### config.mk
export PLATFORM = sky130hd
export DESIGN_NAME = tc_event_logger
export DESIGN_NICKNAME = d
export VERILOG_FILES = /design/src/rtl/tc_event_logger.sv
export SDC_FILE = /design/constraint.sdc
export NUM_CORES = 1
export LEC_CHECK = 0
export ABC_CLOCK_PERIOD_IN_PS = 5600
export BUFFER_PORTS_ARGS = -buffer_cell sky130_fd_sc_hd__buf_2
export CELL_PAD_IN_SITES_DETAIL_PLACEMENT = 1
export CELL_PAD_IN_SITES_GLOBAL_PLACEMENT = 1
export CORE_UTILIZATION = 53
export DETAILED_ROUTE_END_ITERATION = 7
export GPL_TIMING_DRIVEN = 0
export PLACE_DENSITY = 0.77
export SKIP_LAST_GASP = 1
export SYNTH_ARGS = -nofsm -noshare
export SYNTH_HDL_FRONTEND = slang
export SYNTH_SLANG_ARGS = --single-unit
### constraint.sdc
create_clock -name clk -period 5.6 [get_ports clk]
set_input_delay 0.56 -clock clk [delete_from_list [all_inputs] [get_ports clk]]
set_output_delay 0.56 -clock clk [all_outputs]
set_load 0.02 [all_outputs]
### src/rtl/tc_event_logger.sv
// Timestamps terminal-count events with a sequence number and queues them in a show-ahead FIFO.
// Define TC_EDGE_DETECT_EN to trigger events on rising edges of tc_in instead of on every high cycle.
module tc_event_logger #(
  parameter int unsigned TS_WIDTH  = 16,
  parameter int unsigned SEQ_WIDTH = 16,
  parameter int unsigned DEPTH     = 8
) (
  input  logic                     clk,
  input  logic                     reset,
  input  logic                     tc_in,
  input  logic                     clear,
  output logic                     out_valid,
  input  logic                     out_ready,
  output logic [TS_WIDTH-1:0]      out_timestamp,
  output logic [SEQ_WIDTH-1:0]     out_seq,
  output logic [$clog2(DEPTH):0]   fifo_level,
  output logic                     overflow,
  output logic [SEQ_WIDTH-1:0]     event_count
);

  localparam int unsigned AW = $clog2(DEPTH);
  localparam int unsigned LW = AW + 1;
  localparam int unsigned EW = TS_WIDTH + SEQ_WIDTH;

  logic [TS_WIDTH-1:0]  ts_q;
  logic [SEQ_WIDTH-1:0] cnt_q, cnt_d;
  logic [AW-1:0]        wptr_q, wptr_d, rptr_q, rptr_d;
  logic [LW-1:0]        level_q, level_d;
  logic                 ovf_q, ovf_d;
  logic [EW-1:0]        mem_q [DEPTH];
  logic                 evt, pop, push, full;

`ifdef TC_EDGE_DETECT_EN
  // Resets high so a tc_in already asserted at reset release is not an event.
  logic tc_prev_q;

  always_ff @(posedge clk) begin
    if (!reset) tc_prev_q <= 1'b1;
    else        tc_prev_q <= tc_in;
  end

  assign evt = tc_in & ~tc_prev_q;
`else
  assign evt = tc_in;
`endif

  assign out_valid = (level_q != '0);
  assign full      = (level_q == LW'(DEPTH));
  assign pop       = out_valid & out_ready;
  // A full FIFO still accepts the event when the head is popped in the same cycle.
  assign push      = evt & ~clear & (~full | pop);

  always_comb begin
    cnt_d   = cnt_q;
    wptr_d  = wptr_q;
    rptr_d  = rptr_q;
    level_d = level_q;
    ovf_d   = ovf_q;
    if (clear) begin
      cnt_d   = '0;
      wptr_d  = '0;
      rptr_d  = '0;
      level_d = '0;
      ovf_d   = 1'b0;
    end else begin
      if (evt) begin
        cnt_d = cnt_q + SEQ_WIDTH'(1);
        if (!push) ovf_d = 1'b1;
      end
      if (push) wptr_d = wptr_q + AW'(1);
      if (pop)  rptr_d = rptr_q + AW'(1);
      if (push && !pop)      level_d = level_q + LW'(1);
      else if (pop && !push) level_d = level_q - LW'(1);
    end
  end

  always_ff @(posedge clk) begin
    if (!reset) begin
      ts_q    <= '0;
      cnt_q   <= '0;
      wptr_q  <= '0;
      rptr_q  <= '0;
      level_q <= '0;
      ovf_q   <= 1'b0;
    end else begin
      ts_q    <= ts_q + TS_WIDTH'(1);
      cnt_q   <= cnt_d;
      wptr_q  <= wptr_d;
      rptr_q  <= rptr_d;
      level_q <= level_d;
      ovf_q   <= ovf_d;
    end
  end

  always_ff @(posedge clk) begin
    if (reset && push) mem_q[wptr_q] <= {ts_q, cnt_q};
  end

  assign out_timestamp = out_valid ? mem_q[rptr_q][EW-1:SEQ_WIDTH] : '0;
  assign out_seq       = out_valid ? mem_q[rptr_q][SEQ_WIDTH-1:0]  : '0;
  assign fifo_level    = level_q;
  assign overflow      = ovf_q;
  assign event_count   = cnt_q;

endmodule

==> run metrics <==
status=completed; CTS clk-pin slew, worst paths=around 0.060 ns; vias=around 6.3k; sequential share of power=approximately 53%; Starting Density=between 50% and 60%; minimum clock period=3.21 ns; CTS Hold Buffers Added=0; chip width=around 150 um; internal power=3.61 mW; CTS tree=done; post-CTS resize count=0; PwrDens=340 nW/um^2; crit-path max FO=10; die height=151 um; Design Power=4.66 mW; DRC viols=0; combinational power share=~7%; Mean Syn Cell Area=between 15 and 20 sq um; Antenna Nets Post-Route=0; Critical Path Source Type=flip-flop; ys flop type=edfxtp_1; number of I/O port buffers=57; 1st-pass router iterations=4; global-route wire length before repair=40.9 mm; post-synth net total=657; slew margin rel.=41.8%; P&R area growth vs syn=16.0%; Worst Tran Pin Value=approximately 0.87 ns; row cnt=54; worst reg2reg path startpoint=fifo_level[0]$_SDFFE_PP0P_; clock sinks=302; Final Cycle Share=between 50% and 60%; NumNets Final=between 700 and 800; EDFF count, synth=256; Ports=59; crit path max-delay cell type=buf_1; synth warn=0; initial DRC count=400; RePlAce Congestion=0.775; core area=around 22000 sq um; unrepaired setup endpoints after global routing=no; WP data required=5.04 ns; fillers=~1.9k; slowest cell delay on critical path=0.63 ns; worst hold-check path type=in -> reg; Sw Share=22.4%; Setup Fix Bufs, Post-CTS=0; share of cells above drive strength 1=28.2%; clock power share=40.4%; final count of negative-setup-slack endpoints=0; Seq cells post-synth=302; WL/cell=25.6 um; DP HPWL=17.8 mm; Num CTS Buffers=29; H-tree depth=1; Cells after Synth=644; synth unique cells=45; pin count of the biggest net entering global routing=20; clk_lat worst skew=between 0.5 and 0.6 ns; DR vias/cell=5.91; grt ovf=0; number of global-route vias before repair=6744; Bufs on Longest Clock Path=3; Hold EP=event_count[15]$_SDFFE_PP0P_; Setup CP Type=reg -> out; worst hold slack=0.370 ns; CP arrival=2.65 ns; antenna cells=0; sw power=1.04 mW; Seq/Total Area, Yosys=about 73%; Hold Path Origin=clear; P_leak=4.62 nW; Netlist Area Pre-Place=11800 sq um; initial antenna violation count=0; root buf cell=clkbuf_16; worst vdd ir=0.211 mV; DRT Wirelength=approximately 27 mm; reg-to-reg critical path endpoint=fifo_level[3]$_SDFFE_PP0P_; fmax=312 MHz; asr flop ratio synth=0%; Fin. Hold Viols=0; FF-to-FF setup slack=2.73 ns; reg2reg path depth=10; Critical Path, Cell by Cell=clkbuf_2 -> buf_1 -> mux4_2 -> mux2i_1 -> nor2_1 -> buf_2; crit path capture type=output pin; Slew Viols, Final=0; depth of the worst hold-timing path=4; Fin Clk Skew=0.0121 ns; Tot GR Track Use=24.8%; Die Area=roughly 23000 sq um; maxcap violations=0
cells by family (layout without fill, tap and decap cells):
logic type               Yosys count  in the layout  share of synthesized area (%)
AO/OA/AOI/OAI                     21             21                           1.27
XOR/XNOR                          27             27                           2.07
adder cells (fa/ha/maj)            8              8                          0.911
buffers and inverters             38            175                           1.46
flip-flops                       302            302                           72.9
multiplexers                     100            100                           15.3
AND/OR/NAND/NOR                  148            148                           6.11
worst max-delay path: cells and delay by family, from the launching register on:
kind                   cells  cell delay, ns
flip-flops                 1            0.31
buffers and inverters      3            1.08
AND/OR/NAND/NOR            1            0.09
multiplexers               2            0.62
sequential cells by signal, summed over array words and instances (netlist names), named ones only:
name / count
fifo_level: 4
rptr_q: 3
event_count: 16
wptr_q: 3
overflow: 1
ts_q: 16
mem_q: 256
how the worst max path moves through the flow:
stage                                          start                    endpoint  slack, ns  depth (start not counted)
after floorplan                                tc_in       mem_q[0][0]$_DFFE_PP_       1.04                          3
after global placement                         reset      mem_q[2][16]$_DFFE_PP_      -2.31                          4
final                                      flip-flop                  out_seq[4]       2.39                          6
after global routing                       flip-flop                  out_seq[4]       2.27                          6
after detailed placement  fifo_level[0]$_SDFFE_PP0P_  fifo_level[3]$_SDFFE_PP0P_       2.78                         10
after CTS                                  flip-flop                  out_seq[4]       2.39                          6
metrics by stage:
stage,cell area (sq um),worst slack (ns),util (%),cells,TNS [ns]
floorplan,11800,1.04,-,644,0
global placement,12400,-2.31,57.0,981,-187.37
detailed placement,12800,2.78,58.5,1007,0
CTS,13700,2.39,62.7,1061,0
global route,13700,2.27,62.7,1061,0
finish,13700,2.39,62.7,1061,0
area by class of cell:
type	instances	area (sq um)	share of cell area, %
Sequential cell	302	8610	62.9
Multi-Input combinational cell	304	3070	22.4
Clock buffer	36	772	5.64
Timing Repair Buffer	83	573	4.18
Tap cell	280	350	2.56
Clock inverter	18	145	1.06
Buffer	28	133	0.969
Inverter	10	40.0	0.292
cell usage after synthesis (all sizes together) (4+ instances only):
cell,number,area share [%]
nor4,6,0.32
clkbuf,10,0.33
edfxtp,256,65
buf,18,0.79
and2,12,0.64
nand4,11,0.58
inv,10,0.34
nand2,16,0.53
or3,5,0.32
a21oi,8,0.34
nor3,13,0.55
mux2i,36,3.1
dfxtp,46,7.8
ha,7,0.74
xor2,11,0.82
o21ai,4,0.17
mux4,64,12
nor2,62,2.0
nand3,14,0.59
xnor2,16,1.3
routing by layer:
| layer | GRT usage [%] | part of all wire (%) | vias up |
|---|---|---|---|
| met3 | 2.80 | 3.8 | 27 |
| met2 | 44.6 | 53 | 163 |
| met4 | 5.00 | 1.2 | 0 |
| met5 | 0 | 0 | - |
| met1 | 32.5 | 42 | 3306 |
| li1 | - | - | 2771 |
placed cells by master, fill, tap and decap left out, types with 4 or more instances in the layout:
| cell type | instances |
|---|---|
| buf_6 | 14 |
| nor2_1 | 59 |
| edfxtp_1 | 256 |
| nor4_1 | 4 |
| mux2i_1 | 36 |
| clkinv_2 | 10 |
| nor3_2 | 4 |
| nand4_1 | 11 |
| buf_1 | 9 |
| buf_4 | 16 |
| ha_1 | 7 |
| xnor2_1 | 15 |
| nand3_1 | 14 |
| mux4_2 | 64 |
| xor2_1 | 11 |
| buf_2 | 60 |
| and2_1 | 12 |
| clkbuf_16 | 29 |
| dfxtp_1 | 46 |
| nand2_1 | 15 |
| inv_1 | 8 |
| clkbuf_1 | 14 |
| nor3_1 | 9 |
| a21oi_1 | 8 |
power groups by stage:
stage | clock network [mW] | registers, mW | logic, mW
3_5_place_dp | 0 | 2.49 | 0.334
2_1_floorplan | 0 | 2.49 | 0.219
6_report | 1.88 | 2.44 | 0.332
3_3_place_gp | 0 | 2.49 | 0.318
4_1_cts | 1.91 | 2.44 | 0.337
5_1_grt | 1.99 | 2.44 | 0.360
(Power assumes the default switching activity.)
